## config.mk

```make
export PLATFORM = sky130hd
export DESIGN_NAME = rv_operand_sequencer
export DESIGN_NICKNAME = d
export VERILOG_FILES = /design/src/rtl/rv_isa_pkg.sv /design/src/rtl/rv_format_decode.sv /design/src/rtl/rv_operand_sequencer.sv
export SDC_FILE = /design/constraint.sdc
export NUM_CORES = 1
export LEC_CHECK = 0
export CAP_MARGIN = 25
export CORE_MARGIN = 8
export CORE_UTILIZATION = 45
export CTS_BUF_LIST = sky130_fd_sc_hd__clkbuf_4 sky130_fd_sc_hd__clkbuf_8 sky130_fd_sc_hd__clkbuf_16
export DETAILED_ROUTE_END_ITERATION = 16
export PLACE_DENSITY = 0.85
export SLEW_MARGIN = 20
export SYNTH_ARGS = -nofsm -noshare
export SYNTH_HDL_FRONTEND = slang
export SYNTH_HIERARCHICAL = 1
export SYNTH_SLANG_ARGS = --single-unit
```

## constraint.sdc

```tcl
create_clock -name clk -period 2.1 [get_ports clk]
set_input_delay 0.21 -clock clk [delete_from_list [all_inputs] [get_ports clk]]
set_output_delay 0.21 -clock clk [all_outputs]
set_load 0.01 [all_outputs]
```

## src/rtl/rv_isa_pkg.sv

```systemverilog
// RV32 instruction-word views, format classes and major opcodes shared by the
// operand sequencer and its decoder.
package rv_isa_pkg;

  typedef logic [4:0] reg_addr_t;
  typedef logic [6:0] opcode_t;

  typedef struct packed {
    logic [6:0] funct7;
    reg_addr_t  rs2;
    reg_addr_t  rs1;
    logic [2:0] funct3;
    reg_addr_t  rd;
    opcode_t    opcode;
  } R_t;

  typedef struct packed {
    logic [11:0] imm;
    reg_addr_t   rs1;
    logic [2:0]  funct3;
    reg_addr_t   rd;
    opcode_t     opcode;
  } I_t;

  typedef struct packed {
    logic [19:0] imm;
    reg_addr_t   rd;
    opcode_t     opcode;
  } U_t;

  typedef union packed {
    R_t r;
    I_t i;
    U_t u;
  } instruction_t;

  typedef enum logic [1:0] {
    FMT_R       = 2'd0,
    FMT_I       = 2'd1,
    FMT_U       = 2'd2,
    FMT_ILLEGAL = 2'd3
  } fmt_t;

  localparam opcode_t OPC_OP     = 7'h33;
  localparam opcode_t OPC_OP_IMM = 7'h13;
  localparam opcode_t OPC_LOAD   = 7'h03;
  localparam opcode_t OPC_JALR   = 7'h67;
  localparam opcode_t OPC_LUI    = 7'h37;
  localparam opcode_t OPC_AUIPC  = 7'h17;

endpackage

```

## src/rtl/rv_format_decode.sv

```systemverilog
// Combinational opcode classifier and immediate sign-extender; the immediate
// is zero for formats that carry none.
module rv_format_decode
  import rv_isa_pkg::*;
#(
  parameter int XLEN = 32
) (
  input  instruction_t    instr,
  output fmt_t            fmt,
  output logic [XLEN-1:0] imm
);

  // NOTE: every output of a combinational block gets a default first so no
  // path leaves it unassigned, which is what would otherwise infer a latch.
  always_comb begin
    fmt = FMT_ILLEGAL;
    imm = '0;
    case (instr.r.opcode)
      OPC_OP: fmt = FMT_R;
      OPC_OP_IMM, OPC_LOAD, OPC_JALR: begin
        fmt = FMT_I;
        imm = XLEN'($signed(instr.i.imm));
      end
      OPC_LUI, OPC_AUIPC: begin
        fmt = FMT_U;
        imm = XLEN'($signed({instr.u.imm, 12'b0}));
      end
      default: ;
    endcase
  end

endmodule

```

## src/rtl/rv_operand_sequencer.sv

```systemverilog
// Accepts one instruction, reads its source registers through a single shared
// 1-cycle-latency RF port, and presents the assembled micro-op downstream.
module rv_operand_sequencer
  import rv_isa_pkg::*;
#(
  parameter int XLEN    = 32,
  parameter bit SKIP_X0 = 1'b1
) (
  input  logic            clk,
  input  logic            rst,
  input  logic            in_valid,
  output logic            in_ready,
  input  instruction_t    in_instr,
  output logic            rf_req,
  output reg_addr_t       rf_addr,
  input  logic [XLEN-1:0] rf_rdata,
  output logic            out_valid,
  input  logic            out_ready,
  output instruction_t    out_instr,
  output fmt_t            out_fmt,
  output logic [XLEN-1:0] out_op_a,
  output logic [XLEN-1:0] out_op_b,
  output logic [XLEN-1:0] out_imm
);

  typedef enum logic [2:0] {
    S_IDLE = 3'd0,
    S_RD_A = 3'd1,
    S_RD_B = 3'd2,
    S_CAP  = 3'd3,
    S_OUT  = 3'd4
  } state_t;

  state_t          state_q, state_d, prev_state_q;
  instruction_t    instr_q;
  fmt_t            fmt_q, dec_fmt;
  logic [XLEN-1:0] imm_q, dec_imm, op_a_q, op_b_q;
  logic            need_b_q, need_a_d, need_b_d, accept;

  rv_format_decode #(.XLEN(XLEN)) u_decode (
    .instr (in_instr),
    .fmt   (dec_fmt),
    .imm   (dec_imm)
  );

  // x0 reads are skipped entirely when SKIP_X0 is set; the operand stays 0.
  assign need_a_d = (dec_fmt == FMT_R || dec_fmt == FMT_I) &&
                    (!SKIP_X0 || in_instr.r.rs1 != '0);
  assign need_b_d = (dec_fmt == FMT_R) && (!SKIP_X0 || in_instr.r.rs2 != '0);

  always_comb begin
    state_d   = state_q;
    in_ready  = 1'b0;
    accept    = 1'b0;
    rf_req    = 1'b0;
    rf_addr   = '0;
    out_valid = 1'b0;
    case (state_q)
      S_IDLE: begin
        in_ready = !rst;
        accept   = in_valid && !rst;
        if (accept) begin
          if (need_a_d)      state_d = S_RD_A;
          else if (need_b_d) state_d = S_RD_B;
          else               state_d = S_OUT;
        end
      end
      S_RD_A: begin
        rf_req  = 1'b1;
        rf_addr = instr_q.r.rs1;
        state_d = need_b_q ? S_RD_B : S_CAP;
      end
      S_RD_B: begin
        rf_req  = 1'b1;
        rf_addr = instr_q.r.rs2;
        state_d = S_CAP;
      end
      S_CAP: state_d = S_OUT;
      S_OUT: begin
        out_valid = 1'b1;
        if (out_ready) state_d = S_IDLE;
      end
      default: state_d = S_IDLE;
    endcase
  end

  // NOTE: sequential state is updated with non-blocking assignments so every
  // register samples pre-edge values regardless of statement order.
  always_ff @(posedge clk) begin
    if (rst) begin
      // NOTE: the data registers are reset too, since they drive outputs that
      // must read 0 straight out of reset.
      state_q      <= S_IDLE;
      prev_state_q <= S_IDLE;
      instr_q      <= '0;
      fmt_q        <= FMT_R;
      imm_q        <= '0;
      op_a_q       <= '0;
      op_b_q       <= '0;
      need_b_q     <= 1'b0;
    end else begin
      state_q      <= state_d;
      prev_state_q <= state_q;
      case (state_q)
        S_IDLE: if (accept) begin
          instr_q  <= in_instr;
          fmt_q    <= dec_fmt;
          imm_q    <= dec_imm;
          op_a_q   <= '0;
          op_b_q   <= '0;
          need_b_q <= need_b_d;
        end
        // The rs1 datum lands while rs2 is being requested.
        S_RD_B: if (prev_state_q == S_RD_A) op_a_q <= rf_rdata;
        S_CAP: begin
          if (prev_state_q == S_RD_B) op_b_q <= rf_rdata;
          else                        op_a_q <= rf_rdata;
        end
        default: ;
      endcase
    end
  end

  assign out_instr = instr_q;
  assign out_fmt   = fmt_q;
  assign out_op_a  = op_a_q;
  assign out_op_b  = op_b_q;
  assign out_imm   = imm_q;

endmodule

```

==> results of run 1 <==
==> critical path, stage by stage, from the launching register on <==
cell and delay [ps]:
dfxtp_4 380, or4_4 540, inv_1 110, dlygate4sd2_1 290
==> registers in the layout, summed over array words and instances (netlist names) <==
| name | cells |
|---|---|
| need_b_q | 1 |
| out_fmt | 2 |
| out_imm | 32 |
| out_instr | 32 |
| out_op_a | 32 |
| out_op_b | 32 |
| prev_state_q | 3 |
| state_q | 3 |
==> cell type report <==
class                           instances  area (µm²)  area share
Timing Repair Buffer                  221        2230       0.260
Inverter                                6        22.5     0.00264
Multi-Input combinational cell        483        2740       0.320
Tap cell                              172         215      0.0252
Clock buffer                           24         509      0.0596
Sequential cell                       137        2750       0.321
Clock inverter                          7        90.1      0.0105
==> cell families (layout without fill, tap and decap cells) <==
logic type | Yosys count | count (layout) | synth area share
simple gates | 376 | 376 | 0.327
flops | 137 | 137 | 0.473
compound gates | 75 | 75 | 0.0842
buf+inv | 61 | 258 | 0.0598
mux | 32 | 32 | 0.0553
==> stage by stage <==
stage / total power (µW) / setup slack (ps) / std cells / hold WS (ps)
5_1_grt: 6680 / 68.4 / 1050 / 281
4_1_cts: 6500 / 52.3 / 1050 / 262
3_5_place_dp: 3510 / 91.5 / 1019 / 443
3_3_place_gp: 3510 / 115 / 1019 / 437
2_1_floorplan: 3110 / 379 / 681 / 309
6_report: 6460 / 142 / 1050 / 286
==> repair_timing <==
action | in CTS | in global routing
pin swaps | 0 | 0
setup endpoints to repair | 8 | 1
resized for setup | 13 | 1
==> cell usage after synthesis, drive strengths merged <==
cell type	instances
nand2	201
a311oi	1
nor3	1
o32ai	2
nand2b	32
nand4b	2
nand3	33
o22a	1
clkbuf	25
buf	30
nor2	11
or4	2
nor3b	2
and2	11
nor4	1
a22oi	5
or3	1
nor2b	7
o22ai	2
o31a	1
o21ai	4
a21o	20
a21boi	1
a21oi	36
dfxtp	137
a211oi	2
or3b	1
and3	1
inv	6
nand3b	67
or2	1
and3b	2
mux2i	32
==> worst min path at each step <==
stage / from / end / slack [ps] / cells past startpoint
final: rst / need_b_q / 290 / 5
after global routing: rst / out_instr[14] / 280 / 5
after CTS: rst / out_instr[14] / 260 / 5
after detailed placement: out_op_b[7] / out_op_b[7] / 440 / 2
after global placement: out_op_b[16] / out_op_b[16] / 440 / 2
after floorplan: in_instr[0] / out_instr[0] / 310 / 2
==> layer usage <==
layer,global-route usage,up-vias
li1,-,2623
met1,0.241,2548
met2,0.341,212
met3,0.0941,21
met4,0.0997,0
met5,0,-
==> where the power goes <==
group | internal [µW] | switching [µW]
Sequential | 2680 | 49.1
Combinational | 375 | 356
Clock | 1920 | 1080
Total | 4970 | 1490
==> key figures, run 1 <==
Synth
  • Cell taking the most area after synthesis: dfxtp_1
  • Warnings from Yosys: 6
  • Cells after Synth: 681
  • Area share of the largest cell type after synthesis: 0.473
  • Largest cells by area after synthesis: dfxtp_1, nand2_1, nand3b_1, mux2i_1, nand2b_1
  • #FFs+latches synth: 137
  • Post-synth net total: 749
  • Distinct cells, synth: 40
  • Mean Syn Cell Area: 8.51 µm²
  • Part of the Yosys area used for sequential elements: 0.473
  • Netlist Area Pre-Place: 0.00579 mm²

Clock tree
  • CTS buffer count: 17
  • Maximum clock path buffer count: 2
  • Worst-Skew Late Latency: 420 ps
  • # clock sinks: 137
  • Worst-path clk slew: 60 ps
  • Root Buffer: clkbuf_16
  • Setup Buffers After CTS: 0
  • TritonCTS clock tree: yes
  • Hold buffers post-CTS: 0
  • H-tree depth: 4

Worst setup path
  • Worst r2r dst: out_op_b[1]
  • R2R cell count: 5
  • Setup CP Type: reg -> out
  • Crit path to: in_ready
  • CP Max Fanout: 11
  • Crit. End Element: primary output
  • CP Launch Point: state_q[1]
  • WP data required: 1890 ps
  • CP Launch Type: flip-flop
  • Worst R2R Setup Slack: 350 ps
  • WP data arrival: 1750 ps
  • RR Startpoint: state_q[1]

Power and ir drop
  • Leak: 0.00363 µW
  • Maximum VDD drop: 604 µV
  • PwrDens: 756 mW/mm²

Drt
  • Top routing layer in use: met4
  • Total wire length: 18100 µm
  • DR DRC count: 0
  • Final ANT Viol Nets: 0
  • Total iterations of the first detailed-routing run: 5
  • DR iter-0 viols: 468
  • Wire length on met3: 2050 µm
  • Via-per-instance ratio: 5.15
  • DR WL/cell: 17.3 µm
  • WL met1: 7270 µm
  • Vias: 5404
  • Detail Route met2 WL: 8440 µm

Global routing
  • Vias in the first global route: 5361
  • Tot GR Track Use: 0.214
  • Antenna violations before repair: 0
  • Total grt overflow: 0
  • First-pass GRT wire length: 27900 µm
  • Largest net degree at the start of global routing: 82

Finish
  • Filler cell count in the final layout: 1006
  • Most frequent cells in the layout: nand2_1, clkdlybuf4s50_1, dfxtp_1
  • Final core occ: 0.677
  • N_diodes: 0
  • Final Instance Area: 0.00855 mm²
  • NumNets Final: 934
  • Layout cells sized above 1: 0.0718
  • Area grow syn2layout: 47.5%
  • Most common cell after layout, fill and taps aside: nand2_1

Floorplan
  • Die area: 0.0168 mm²
  • Initial cell density of the core: 0.459
  • Ports: 206
  • Die Width: 129 µm
  • Die Y-Extent: 129 µm
  • Core Box Area: 0.0126 mm²
  • # rows: 41

Worst hold path
  • Min-Delay Path Class: in -> reg

Timing
  • Setup TNS after final layout: 0 ps
  • Setup Viol. Count Final: 0
  • Worst-Margin Slew: 754 ps
  • Final Max Tran Viols: 0
  • Min Tclk post-route: 1960 ps
  • Clk_skew: 6.49 ps
  • Max Freq: 0.511 GHz
  • RSZ-0062 raised after global routing: no
  • Endpoints failing hold: 0
  • Tcrit/Tclk final: 0.932
  • Rel. slew slack: 0.497

Placement
  • I/O Buffers: 205
  • DPL Wire Length: 12300 µm
  • Area after DPL: 0.00794 mm²
  • GP Congestion: 0.807

Flow run
  • Max Cap Viol: 0

Status
  • Status: complete, no violations
Power figures use the tool's default switching activity.
==> run 2: changes to the inputs <==
CELL_PAD_IN_SITES_DETAIL_PLACEMENT = 0   (was default)
CELL_PAD_IN_SITES_GLOBAL_PLACEMENT = 1   (was default)
CORE_UTILIZATION = 34   (was 45)
CTS_BUF_LIST = sky130_fd_sc_hd__clkbuf_4 sky130_fd_sc_hd__clkbuf_8   (was sky130_fd_sc_hd__clkbuf_4 sky130_fd_sc_hd__clkbuf_8 sky130_fd_sc_hd__clkbuf_16)
PLACE_DENSITY = 0.88   (was 0.85)
==> key figures, run 2 (synthesis results as in run 1) <==
Worst setup path
  • WP data required: 1890 ps (about the same)
  • WP data arrival: 1800 ps (+50 ps)
  • Slowest CP cell: or4_4
  • Crit. End Element: primary output
  • CP Launch Type: flip-flop
  • Critical Path Max Stage Delay: 550 ps (about the same)
  • Crit-path cells: or4_4 > inv_1 > dlygate4sd2_1
  • Worst R2R Setup Slack: 230 ps (-120 ps)
  • CP Max Fanout: 7 (-4)
  • RR Startpoint: state_q[2]
  • Worst r2r dst: out_op_b[13]
  • R2R cell count: 6 (+1)
  • Setup CP Type: reg -> out

Timing
  • Setup Viol. Count Final: 0 (unchanged)
  • Rel. slew slack: 0.410 (-0.0870)
  • Worst-Margin Slew: 885 ps (+131 ps)
  • Hold Slack: 309 ps (+22.5 ps)
  • Tcrit/Tclk final: 0.959 (+0.0272)
  • Min Tclk post-route: 2010 ps (+57.1 ps)
  • Max Freq: 0.496 GHz (-2.8%)
  • Final Max Tran Viols: 0 (unchanged)
  • Clk_skew: 9.68 ps (+3.20 ps)
  • Setup TNS after final layout: 0 ps (unchanged)
  • Endpoints failing hold: 0 (unchanged)
  • RSZ-0062 raised after global routing: no

Global routing
  • Vias in the first global route: 5135 (-4.2%)
  • Largest net degree at the start of global routing: 101 (+23%)
  • Global Route met1 Usage: 0.208 (-0.0327)
  • Antenna violations before repair: 1 (+1)
  • GR Layer Usage met2: 0.256 (-0.0847)
  • Tot GR Track Use: 0.167 (-0.0464)
  • Total grt overflow: 0 (unchanged)
  • First-pass GRT wire length: 28900 µm (+3.8%)
  • Top Usage Layer GRT: met2
  • Met3 Use GR: 0.0785 (-0.0156)

Floorplan
  • Core Box Area: 0.0166 mm² (+32%)
  • # rows: 47 (+15%)
  • Ports: 206 (unchanged)
  • Initial cell density of the core: 0.348 (-0.111)
  • Die area: 0.0215 mm² (+28%)
  • Die Y-Extent: 147 µm (+13%)
  • Die Width: 147 µm (+13%)

Drt
  • Via-per-instance ratio: 4.76 (-7.5%)
  • Total iterations of the first detailed-routing run: 4 (-1)
  • DR iter-0 viols: 370 (-21%)
  • Vias: 5247 (-2.9%)
  • DR WL/cell: 16.6 µm (-3.5%)
  • Final ANT Viol Nets: 0 (unchanged)
  • Total wire length: 18300 µm (+1.2%)
  • DR DRC count: 0 (unchanged)

Power and ir drop
  • Leak: 0.00355 µW (-2.3%)
  • PwrDens: 680 mW/mm² (-9.9%)
  • Maximum VDD drop: 383 µV (-37%)

Clock tree
  • Worst-path clk slew: 80 ps (+20 ps)
  • Worst-Skew Late Latency: 430 ps (about the same)
  • TritonCTS clock tree: yes
  • # clock sinks: 137 (unchanged)
  • H-tree depth: 4 (unchanged)
  • CTS buffer count: 17 (unchanged)
  • Root Buffer: clkbuf_8
  • Maximum clock path buffer count: 2 (unchanged)

Finish
  • Sequential Area: 0.00274 mm² (-0.18%)
  • Final core occ: 0.509 (-0.168)
  • Layout cells sized above 1: 0.0726 (+0.000808)
  • Area grow syn2layout: 46.3%
  • NumNets Final: 937 (+0.32%)
  • Most common cell after layout, fill and taps aside: nand2_1
  • N_diodes: 0 (unchanged)
  • Footprint of the multi-input gates: 0.00273 mm² (-0.37%)
  • Most frequent cells in the layout: nand2_1, clkdlybuf4s50_1, dfxtp_1
  • Filler cell count in the final layout: 1599 (+59%)

Placement
  • I/O Buffers: 205 (unchanged)
  • GP Congestion: 0.763 (-5.4%)
  • DPL Wire Length: 12800 µm (+4.0%)

Flow run
  • Max Cap Viol: 0 (unchanged)

Worst hold path
  • Hold Crit Start: in_instr[7]
  • Hold Path Sink: out_instr[7]
  • Min-Delay Path Class: in -> reg
  • WHS Path Cells: 3 (-2)

Status
  • Status: complete, no violations
-- run 2: changes by cell type in the layout (fill, tap and decap cells not counted), moves of 3 or more --
cell,previous run,this run
clkbuf_16,17,0
clkbuf_8,5,18
inv_6,0,4
buf_12,5,8
clkinv_2,3,0
-- run 2: worst max-delay path: cells and delay by family (launching register included) --
kind | cells | cell delay (ps)
AND/OR/NAND/NOR | 1 | 550
buffers and inverters | 2 | 450
flip-flops | 1 | 380
-- run 2: worst max path at each step --
stage / start / to / slack [ps] / cells after the start
global route: state_q[0] / rf_addr[4] / 9 / 6
global placement: in_instr[0] / out_imm[13] / 60 / 6
floorplan: state_q[1] / out_instr[20] / 380 / 8
CTS: state_q[2] / in_ready / 60 / 3
detailed placement: in_instr[0] / out_imm[24] / 60 / 6
finish: state_q[2] / in_ready / 90 / 3
-- run 2: routing by layer --
layer	vias up	share of wire
met5	-	0.00060
met4	2	0.0054
met2	176	0.45
met1	2429	0.46
met3	9	0.090
li1	2631	-
-- run 2: power by group --
part / internal [µW] / switching, µW
Combinational: 379 / 364
Sequential: 2670 / 51.0
Clock: 1250 / 1050
-- run 2: metrics by stage --
step	total power, µW	std cells	area [µm²]	setup WS, ps
after floorplan	3110	681	5790	379
after global placement	3540	1070	8060	59.4
after detailed placement	3530	1070	8060	64.5
after CTS	5860	1102	8480	60.4
after global routing	6050	1102	8480	9.22
final	5770	1102	8480	85.4
-- run 2: area by class of cell --
class	count	share of cell area
timing repair buffer	224	0.269
clock inverter	12	0.0193
sequential	137	0.324
multi-input combinational	483	0.322
tap	220	0.0325
inverter	6	0.00266
clock buffer	20	0.0310
-- run 2: timing repair --
| item | CTS | global route |
|---|---|---|
| hold buffers | 0 | 0 |
| endpoints found under the setup margin | 8 | 0 |
| setup buffers | 0 | 0 |
| resized for setup | 9 | 0 |
==> run 3: changes to the inputs <==
CORE_MARGIN = 10   (was 8)
==> key figures, run 3 (synthesis results as in run 1) <==
Drt
  • Total wire length: 18700 µm (+2.0%)
  • Final ANT Viol Nets: 0 (unchanged)
  • DR DRC count: 0 (unchanged)
  • Via-per-instance ratio: 4.77 (about the same)
  • DR iter-0 viols: 288 (-22%)
  • Total iterations of the first detailed-routing run: 4 (unchanged)
  • DR WL/cell: 17.0 µm (+1.8%)
  • Vias: 5261 (+0.27%)

Timing
  • RSZ-0062 raised after global routing: no
  • Max Freq: 0.509 GHz (+2.6%)
  • Endpoints failing hold: 0 (unchanged)
  • Worst-Margin Slew: 812 ps (-72.2 ps)
  • Setup TNS after final layout: 0 ps (unchanged)
  • Setup Viol. Count Final: 0 (unchanged)
  • Clk_skew: 10.2 ps (+0.511 ps)
  • Rel. slew slack: 0.458 (+0.0481)
  • Tcrit/Tclk final: 0.935 (-0.0240)
  • Final Max Tran Viols: 0 (unchanged)
  • Min Tclk post-route: 1960 ps (-50.4 ps)

Clock tree
  • # clock sinks: 137 (unchanged)
  • Setup Buffers After CTS: 0 (unchanged)
  • TritonCTS clock tree: yes
  • Root Buffer: clkbuf_8
  • Worst-Skew Late Latency: 440 ps (about the same)
  • CTS buffer count: 17 (unchanged)
  • Maximum clock path buffer count: 2 (unchanged)
  • H-tree depth: 4 (unchanged)
  • Worst-path clk slew: 80 ps (about the same)

Worst setup path
  • Worst r2r dst: out_op_b[10]
  • RR Startpoint: state_q[0]
  • Crit. End Element: primary output
  • CP Launch Type: flip-flop
  • WP data required: 1890 ps (about the same)
  • CP Max Fanout: 4 (-3)
  • Setup CP Type: reg -> out
  • CP Launch Point: state_q[0]
  • WP data arrival: 1750 ps (-50 ps)
  • R2R cell count: 5 (-1)
  • Worst R2R Setup Slack: 400 ps (+170 ps)

Finish
  • Area grow syn2layout: 46.6%
  • Most common cell after layout, fill and taps aside: nand2_1
  • NumNets Final: 939 (+0.21%)
  • N_diodes: 0 (unchanged)
  • Layout cells sized above 1: 0.0758 (+0.00323)
  • Cell Count, Final, Fillers Out: 1104 (+0.18%)
  • Filler cell count in the final layout: 1618 (+1.2%)
  • Most frequent cells in the layout: nand2_1, clkdlybuf4s50_1, dfxtp_1

Global routing
  • First-pass GRT wire length: 29000 µm (+0.24%)
  • Total grt overflow: 0 (unchanged)
  • Vias in the first global route: 5186 (+0.99%)
  • Antenna violations before repair: 0 (-1)
  • Tot GR Track Use: 0.162 (-0.00549)
  • Largest net degree at the start of global routing: 70 (-31%)

Floorplan
  • Core Box Area: 0.0166 mm² (unchanged)
  • Initial cell density of the core: 0.348 (unchanged)
  • Die Width: 151 µm (+2.7%)
  • Die area: 0.0227 mm² (+5.5%)
  • Ports: 206 (unchanged)
  • Die Y-Extent: 151 µm (+2.7%)
  • # rows: 47 (unchanged)

Placement
  • I/O Buffers: 205 (unchanged)
  • DPL Wire Length: 13200 µm (+3.0%)
  • GP Congestion: 0.788 (+3.3%)
  • Placed Cells incl. Taps: 1072 (+0.19%)

Flow run
  • Max Cap Viol: 0 (unchanged)

Power and ir drop
  • PwrDens: 692 mW/mm² (+1.7%)
  • Maximum VDD drop: 348 µV (-9.2%)
  • Leak: 0.00357 µW (+0.62%)

Worst hold path
  • Min-Delay Path Class: in -> reg
  • WHS Path Cells: 5 (+2)
  • Hold Path Sink: out_op_a[22]
  • Hold Crit Start: rst

Status
  • Status: complete, no violations
-- run 3: timing repair --
item | 4_1_cts | 5_1_grt
hold buffers | 0 | 0
endpoints found under the setup margin | 8 | 1
gates cloned | 0 | 0
gates resized for setup | 9 | 1
endpoints found under the hold margin | 0 | 0
pin swaps | 0 | 0
-- run 3: how the worst max path moves through the flow --
| stage | to | slack, ps | cells after the start |
|---|---|---|---|
| after floorplan | out_instr[20] | 380 | 8 |
| after global placement | out_imm[19] | 110 | 6 |
| after detailed placement | out_imm[28] | 80 | 6 |
| after CTS | in_ready | 90 | 3 |
| after global routing | rf_addr[4] | 20 | 6 |
| final | in_ready | 140 | 3 |
-- run 3: per-stage QoR --
stage | instance area (µm²) | setup slack, ps | hold slack (ps) | power [µW] | utilization
floorplan | 5790 | 379 | 309 | 3110 | -
global placement | 8060 | 113 | 437 | 3530 | 0.484
detailed placement | 8060 | 78.8 | 444 | 3520 | 0.484
CTS | 8490 | 90.4 | 242 | 5950 | 0.510
global route | 8490 | 16.7 | 270 | 6120 | 0.510
finish | 8490 | 136 | 281 | 5880 | 0.510
-- run 3: cell type report --
class	instances	area, µm²	share of cell area
tap	220	275	0.0324
multi-input combinational	483	2730	0.321
sequential	137	2740	0.323
clock inverter	13	193	0.0227
timing repair buffer	226	2280	0.269
clock buffer	19	249	0.0293
inverter	6	22.5	0.00265
-- run 3: worst max-delay path: stages, from the launching register on --
cell and delay, ps:
dfxtp_2 340, or4_4 570, inv_1 120, dlygate4sd2_1 300
-- run 3: metal layers --
metal | up-vias | global-route usage | part of all wire | wire, µm
met5 | - | 0 | 0 | 0
met2 | 190 | 0.247 | 0.44 | 8260
met3 | 15 | 0.0759 | 0.12 | 2170
met4 | 0 | 0.0403 | 0.011 | 197
met1 | 2420 | 0.201 | 0.43 | 8090
li1 | 2636 | - | - | -
-- run 3: where the power goes --
group / leakage (µW) / total, µW / internal, µW / switching (µW)
Combinational: 0.00224 / 740 / 377 / 363
Sequential: 0.00111 / 2720 / 2670 / 47.2
Clock: 0.000218 / 2420 / 1340 / 1080
Total: 0.00357 / 5880 / 4380 / 1490
